===== src/rtl/tdm_output.sv =====
// tdm_output: two-channel TDM transmitter with a 256-count frame counter and a one-deep input holding register
module tdm_output #(
  parameter bit UNDERRUN_ZERO = 1'b0
) (
  input  logic        mclk,
  input  logic        rst,
  input  logic [15:0] ch1_in,
  input  logic [15:0] ch2_in,
  input  logic        in_valid,
  output logic        in_ready,
  output logic [7:0]  cnt256_n,
  output logic        bclk,
  output logic        fs,
  output logic        tdm_out,
  output logic        underrun,
  output logic [15:0] underrun_cnt
);
  logic [7:0]  cnt;
  logic        full;
  logic [15:0] hold1, hold2, last1, last2;
  logic [63:0] sr;
  logic        load, shift, accept;
  assign load     = cnt == 8'd255;
  assign shift    = cnt[1:0] == 2'd3 && !load;
  assign accept   = in_valid && !full;
  assign in_ready = !full;
  assign cnt256_n = cnt;
  assign bclk     = cnt[1];
  assign fs       = cnt[7:2] == 6'd0;
  assign tdm_out  = sr[63];
  always_ff @(posedge mclk) begin
    if (rst) begin
      cnt          <= 8'd0;
      full         <= 1'b0;
      hold1        <= 16'd0;
      hold2        <= 16'd0;
      last1        <= 16'd0;
      last2        <= 16'd0;
      sr           <= 64'd0;
      underrun     <= 1'b0;
      underrun_cnt <= 16'd0;
    end else begin
      cnt  <= cnt + 8'd1;
      full <= load ? accept : (full || accept);
      if (accept) begin
        hold1 <= ch1_in;
        hold2 <= ch2_in;
      end
      if (load && full) begin
        sr    <= {hold1, 16'h0000, hold2, 16'h0000};
        last1 <= hold1;
        last2 <= hold2;
      end else if (load) begin
        // underrun: a pair accepted on this same edge waits for the next frame
        sr       <= UNDERRUN_ZERO ? 64'd0 : {last1, 16'h0000, last2, 16'h0000};
        underrun <= 1'b1;
        if (underrun_cnt != 16'hFFFF) underrun_cnt <= underrun_cnt + 16'd1;
      end else if (shift) begin
        sr <= {sr[62:0], 1'b0};
      end
    end
  end
endmodule


===== config.mk =====
export PLATFORM = sky130hd
export DESIGN_NAME = tdm_output
export DESIGN_NICKNAME = d
export VERILOG_FILES = /design/src/rtl/tdm_output.sv
export SDC_FILE = /design/constraint.sdc
export NUM_CORES = 1
export LEC_CHECK = 0
export CORE_MARGIN = 1.5
export CORE_UTILIZATION = 57
export CTS_BUF_LIST = sky130_fd_sc_hd__clkbuf_8
export DETAILED_ROUTE_END_ITERATION = 8
export PLACE_DENSITY = 0.9
export SYNTH_ARGS = -nofsm -noshare
export SYNTH_HDL_FRONTEND = slang
export SYNTH_SLANG_ARGS = --single-unit

===== constraint.sdc =====
create_clock -name mclk -period 2.5 [get_ports mclk]
set_input_delay 0.5 -clock mclk [delete_from_list [all_inputs] [get_ports mclk]]
set_output_delay 0.5 -clock mclk [all_outputs]
set_load 0.01 [all_outputs]

==> results.txt, run 1 <==
- CTS Root Buffer Type: clkbuf_8
* Router iterations before antenna repair: 5
- The synthesized netlist contains 39 unique library cells.
- Routing usage on met1: 30.7%
* Asr flop ratio synth: 0%
- After clock tree synthesis, the clock-pin slew on the worst setup and hold paths is 70 ps.
- Combinational logic burns 7.0% of the power.
* Most used standard cells in the synthesized netlist: dfxtp_1, nand2_1, a21oi_1
- The die is about 100 um wide.
* Relative area change from synthesis to final layout: 20.2%
- Filler instances: 657
- Synthesis produced 615 cells.
* Wire length of the first global-routing pass: between 20000 and 25000 um
* Number of buffer cells added on primary ports: 63
- Clock Path Buffers: 2
- Yosys instantiated no cell more often than dfxtp_1.
- Sw Ratio: between 20% and 30%
* Net switching power: 1.01 mW
- By area the synthesized netlist is led by dfxtp_1, nand2_1, a21oi_1.
- Internal portion of total power: 3.38 mW
* Vertical die dimension: 99.9 um
- Proportion of layout cells with a drive suffix above 1: 10.4%
- Global routing consumed, on the met3 layer, 5.29% of the routing resources.
* Total Die Area: 0.00999 mm^2
- 64 I/O pins were placed.
- #FFs+latches synth: 138
* Highest clock frequency the design can meet: roughly 440 MHz
* Sink Count: 138
- Crit path kind: reg -> out
- RSZ-0062 raised after global routing: no
- The number of slew-limit violations in the final report came to 0.
* Setup ws final: approximately 220 ps
* Power density normalized to cell area: ~700 mW/mm^2
* Slew headroom: between 20 and 30%
- The most used flip-flop cell after synthesis is dfxtp_1.
* Final worst hold slack: ~460 ps
* Total Negative Setup Slacks: 0 ps
- Warning count from the yosys run: 0
- The initialized floorplan defines 35 standard-cell rows.
- Placement Setup Slack: around 300 ps
- Setup violations remaining at the end of the flow were counted as 0.
* Inserted Clock Buffers: 17
* Initial standard-cell utilization of the core: 58.5%
- For this run, the total global-route usage over all layers was measured as 26.4%.
- In this run the cell area of the synthesized design comes to 0.00536 mm^2.
- Each instance of the synthesized netlist takes up on average 8.71 um^2.
* Type of the most critical hold path: reg -> reg
* Maximum number of pins on one net before global-route repair: 53
- The synthesized design contains 0 enable-type register cells.
* Power Total: 4.39 mW
- The clock tree synthesis step divided the H-tree into 4 levels.
- At the end of the flow, the number of nets in the layout was 697.
* Crit Path Max Fanout: 6
* Number of maximum-capacitance violations: 0
- The floorplan step defined a core boundary enclosing roughly 0.009 mm^2.
- Number of hold violations in the final report: 0
- Summed over all layers, the global routing overflow is 0.
* Status: complete, no violations
- Skew-Pair Late Insertion Delay: ~440 ps
- The clock network is responsible for 40.0% of the overall power.
- Across the routed clock network, the largest skew measured is 9.50 ps.
* DRC viols: 0
- STA puts the critical path data arrival time at 1780 ps.
- Synthesized net count: 653
* First-iteration detailed-routing DRC count: 264
- Leak pwr: roughly 2.2 nW
- Peak supply drop: 0.549 mV
* Most Used Layer, Global Route: met2
- CP required: 2000 ps
- STA classifies the critical path startpoint as a flip-flop.
- Min Clock Period, post-route: 2280 ps
- The number of antenna diodes in the final layout is 0.
* Global routing met2 resource utilization: 46.1%
- Share of Yosys cell area claimed by the top area cell type: 51.6%
- Fraction of power consumed by sequential logic: 53.0%
- Period Utilization, post-route: 91.4%
* Vias in the first global route: 4575
- Total Wirelength: 12700 um
* Clock tree from TritonCTS: yes
* Mean number of vias per cell: 6.07
- The number of antenna violations at the first check in global routing was 0.
* Slew at the pin with the worst max-slew slack: 1070 ps
- Routability-driven placement finished with a final weighted congestion of roughly 0.83.
- The routed layout has 4743 vias.
- STA classifies the critical path endpoint as an output port.
- Post-synthesis sequential area ratio: 51.6%
- Cell type with the largest total area after synthesis: dfxtp_1
* Routed wire per std cell: 16.2 um
* Post-DP HPWL: roughly 7800 um
* Routed Antenna Nets: 0
[metrics by stage]
step                cells  cell area, um^2  utilization (%)
finish                782             6440             70.3
global route          782             6440             70.3
CTS                   782             6440             70.3
detailed placement    751             6040             66.0
global placement      751             6040             66.0
floorplan             615             5360                -
[power groups by stage]
stage | clock network [mW] | registers, mW | logic (mW)
6_report | 1.76 | 2.33 | 0.306
5_1_grt | 1.88 | 2.33 | 0.336
4_1_cts | 1.77 | 2.33 | 0.306
3_5_place_dp | 0 | 2.37 | 0.303
3_3_place_gp | 0 | 2.37 | 0.291
2_1_floorplan | 0 | 2.36 | 0.192
[worst paths after layout]
kind	from	slack, ps	endpoint	cells past startpoint
worst max-delay path	cnt256_n[7]	220	fs	3
worst min-delay path	hold2[4]	460	hold2[4]	2
worst max register to register	cnt256_n[0]	250	sr[34]	4
worst min register to register	hold2[4]	460	hold2[4]	2
[cells by family after synthesis]
logic type | share of synthesized area [%]
mux | 1.03
fa+ha+maj | 0.701
compound gates | 22.1
simple gates | 19.5
flops | 51.6
xor+xnor | 0.818
buf+inv | 4.25
[timing repair]
| action | in CTS | in global routing |
|---|---|---|
| hold buffers | 0 | 0 |
| setup buffers | 0 | 0 |
| endpoints found under the setup margin | 1 | 0 |
| gates resized for setup | 1 | 0 |
| endpoints found under the hold margin | 0 | 0 |
[layout by cell type (no fill, tap or decap), types with 3 or more instances in the layout]
cell type | Yosys | routed
dfxtp_1 | 138 | 138
nand2_1 | 135 | 135
a21oi_1 | 78 | 78
clkdlybuf4s50_1 | 0 | 61
nor2_1 | 47 | 47
a221oi_1 | 30 | 30
a211oi_1 | 30 | 30
clkbuf_8 | 0 | 24
o221a_2 | 16 | 16
buf_4 | 2 | 13
nand3_1 | 10 | 10
or4_1 | 8 | 8
o31ai_1 | 8 | 8
nand4_1 | 7 | 7
inv_1 | 4 | 5
nor3_1 | 5 | 5
nor2b_1 | 6 | 5
mux2_2 | 4 | 4
o21ai_0 | 4 | 4
and3_1 | 3 | 3
nor4_1 | 4 | 3
or3_1 | 3 | 3
xnor2_1 | 3 | 3
ha_1 | 3 | 3
clkinv_2 | 0 | 3
[flip-flops by register name, summed over array words and instances, names as in the netlist]
name          count
full              1
sr               48
cnt256_n          8
last1            16
hold2            16
underrun          1
underrun_cnt     16
hold1            16
last2            16
[area by class of cell]
class	instances	area (um^2)	share of cell area, %
clock inverter	7	63.8	0.991
tap	111	139	2.16
clock buffer	24	330	5.13
timing repair buffer	76	737	11.4
sequential	138	2760	42.9
inverter	4	15.0	0.233
multi-input combinational	422	2390	37.1
[critical path, cell delays in order (launching register included)]
cell           delay, ps
dfxtp_1              350
or4_1                520
nor3_1               170
dlygate4sd2_1        300
[metal layers]
metal  part of all wire (%)  vias to the layer above
met2                     51                      132
met3                    5.3                       28
met1                     42                     2282
li1                       -                     2301
met4                    2.2                        0
met5                      0                        -
No activity file was read; power rests on OpenSTA's default activity.
==> run 2, diff against run 1 <==
--- a/config.mk
+++ b/config.mk
@@ -6,10 +6,10 @@
 export NUM_CORES = 1
 export LEC_CHECK = 0
 export CORE_MARGIN = 1.5
-export CORE_UTILIZATION = 57
+export CORE_UTILIZATION = 60
 export CTS_BUF_LIST = sky130_fd_sc_hd__clkbuf_8
 export DETAILED_ROUTE_END_ITERATION = 8
-export PLACE_DENSITY = 0.9
+export PLACE_DENSITY = 0.94
 export SYNTH_ARGS = -nofsm -noshare
 export SYNTH_HDL_FRONTEND = slang
 export SYNTH_SLANG_ARGS = --single-unit
==> constraint.sdc (replaced) <==
create_clock -name mclk -period 2.85 [get_ports mclk]
set_input_delay 0.57 -clock mclk [delete_from_list [all_inputs] [get_ports mclk]]
set_output_delay 0.57 -clock mclk [all_outputs]
set_load 0.01 [all_outputs]
==> run 2 against run 1 <==
  * Worst hold slack gained 1.3 ps
  * Clock skew up 0.54 ps
  * Sequential share of layout area is 0.067 points lower
  * Utilization grew 4.0 points
  * Clock-buffer cell count fell by 7
  * Largest power group unchanged
  * Highest routed layer unchanged
  * Die area down 4.8%
  * Largest cell class unchanged
  * Global-route usage is 1.8 points higher
  * Register-to-register slack better by 170 ps
  * Non-clock buffer count decreased by 2
  * Critical endpoint unchanged
==> results.txt, run 2 (synthesis gave the netlist of run 1 again) <==
- At the pin with the least slew margin, the transition time is 1070 ps.
- Total power for the finished layout comes to 4.03 mW.
- On the worst path, the slowest cell contributes a delay of 560 ps.
* Critical path cell sequence: or4_1 -> nor3_1 -> clkdlybuf4s50_1
* Power density normalized to cell area: between 600 and 700 mW/mm^2
- Dividing the detail-routed via count by the number of cells gives 6.27.
- Crit path kind: reg -> out
* Final standard cell utilization of the core: 74.3%
- Clock skew: ~10 ps
- The number of slew-limit violations in the final report is 0.
* Internal portion of total power: 3.07 mW
- DRC viols: 0
* Commonest cells after routing, fill and taps aside: dfxtp_1, nand2_1, a21oi_1
- Leaving out fill and tap cells, the most frequent cell in the layout is dfxtp_1.
* Routed Antenna Nets: 0
- Routed wire per std cell: 17.0 um
- First-iteration detailed-routing DRC count: 447
- The first global-routing pass estimated 21900 um of wire.
* Inserted Clock Buffers: 17
* Number of buffers and inverters on the critical path: 1
- Final worst hold slack: 458 ps
- Net switching power: 0.957 mW
* Maximum number of pins on one net before global-route repair: 101
- Count of nets after finishing: 695
* CTS Root Buffer Type: clkbuf_8
- Vias in the first global route: roughly 4700
- CTS Hold Bufs: 0
- Vertical die dimension: 97.5 um
- The clock passes through at most 2 buffers.
- Number of buffer cells added on primary ports: 63
* Core area: 0.00868 mm^2
- Sequential cells burn about half of the power.
- Summed over all nets, the half-perimeter wirelength after detailed placement is slightly below 8000 um.
- The floorplan step set the die width to 97.5 um.
- Clock-pin slew was measured on the worst setup and hold paths at roughly 80 ps.
* Via count: 4878
- After filler insertion, the fill cell instance count of the layout stands at 590.
- The final count of hold timing violations was 0.
- Timing would allow up to 378 MHz.
- Arrival time of the worst setup path: 2080 ps
* Total Wirelength: 13200 um
- Ant. Diodes: 0
* Crit end category: output port
* Clock tree from TritonCTS: yes
* Skew-Pair Late Insertion Delay: 430 ps
* Sink Count: 138
- Leak pwr: 2.21 nW
* Number of maximum-capacitance violations: 0
* Initial standard-cell utilization of the core: 61.7%
- Slew headroom: 28.9%
* Delay-heaviest family, CP: simple AND/OR/NAND/NOR gates
- R2R Setup Slk: 420 ps
* Launching element type of the critical path: flip-flop
- Boundary Pins: 64
- Crit Path Max Fanout: 8
* Min Clock Period, post-route: 2650 ps
* Share of power burned in combinational logic: 6.7%
- Postcts setup bufs: 0
* Router iterations before antenna repair: 5
- Type of the most critical hold path: reg -> reg
* Routability cong.: 0.776
- CTS H-Tree Depth: 4
- The register with the most flip-flops in the layout has 48 of them.
* Relative area change from synthesis to final layout: 20.4%
- Global routing consumed, over all layers together, 28.1% of the routing resources.
* Register with the highest flop count: sr
- For the worst setup path, the data required time is 2280 ps.
* GRT Residual Overflow: 0
* RSZ-0062 raised after global routing: no
- Status: complete, no violations
- After floorplanning, the core was divided into 34 placement rows.
- Sw Ratio: 23.7%
- Peak supply drop: 0.449 mV
- Of the available clock period, the critical path in the final layout requires 92.8%.
* Total Die Area: 0.00950 mm^2
- Share of power burned in the clock network: 42.6%
- After clock tree synthesis, the repair step resized 0 gates.
- Among all stages on the critical path, the largest delay is contributed by clkdlybuf4s50_1.
* Proportion of layout cells with a drive suffix above 1: 10.4%
- Antenna violations before repair: 0
* Final setup violation count: 0
- Setup total negative slack on the finished layout was measured at 0 ps.
run 2: cell types whose count changed in the layout (fill, tap and decap cells not counted), sizes merged:
cell,previous run,this run
buf,14,12
dlygate4sd2,1,0
clkinvlp,2,4
clkdlybuf4s50,61,62
clkinv,3,6
clkbuf,24,17
bufinv,1,4
run 2: metrics by stage:
| stage | setup WS [ps] | instance area, um^2 | cells |
|---|---|---|---|
| 2_1_floorplan | 985 | 5360 | 615 |
| 3_3_place_gp | 681 | 6010 | 746 |
| 3_5_place_dp | 541 | 6010 | 746 |
| 4_1_cts | 197 | 6450 | 778 |
| 5_1_grt | 122 | 6450 | 778 |
| 6_report | 204 | 6450 | 778 |
run 2: final cells by class:
| cell class | instances | area, um^2 | share of cell area (%) |
|---|---|---|---|
| repair buffers | 74 | 711 | 11.0 |
| inverters | 4 | 15.0 | 0.233 |
| clock buffers | 17 | 234 | 3.63 |
| well taps | 108 | 135 | 2.10 |
| multi-input cells | 422 | 2390 | 37.1 |
| flip-flops and latches | 138 | 2760 | 42.8 |
| clock inverters | 15 | 200 | 3.10 |
run 2: layer usage:
layer,wire [um],vias up,part of all wire [%],global-route usage [%]
met5,0,-,0,0
met3,990,40,7.5,7.05
met1,5200,2316,39,34.8
met4,375,0,2.8,11.0
li1,-,2293,-,-
met2,6670,229,50,47.1
run 2: power by group through the flow:
stage               logic (mW)  registers (mW)  clock network [mW]
floorplan                0.168            2.07                   0
global placement         0.253            2.08                   0
detailed placement       0.264            2.08                   0
CTS                      0.271            2.04                1.72
global route             0.298            2.05                1.82
finish                   0.272            2.04                1.72
run 2: worst reg2reg max path, cell delays in order (launching register included):
cell and delay, ps:
dfxtp_1 420, ha_1 210, buf_4 250, nand3_1 270
nor3_4 220, buf_4 390, a221oi_1 200, a211oi_1 360
run 2: worst paths after layout:
| kind | start | endpoint | depth (start not counted) |
|---|---|---|---|
| min reg2reg | last1[2] | last1[2] | 2 |
| max | cnt256_n[2] | fs | 3 |
| max reg2reg | cnt256_n[1] | sr[50] | 7 |
| min | last1[2] | last1[2] | 2 |
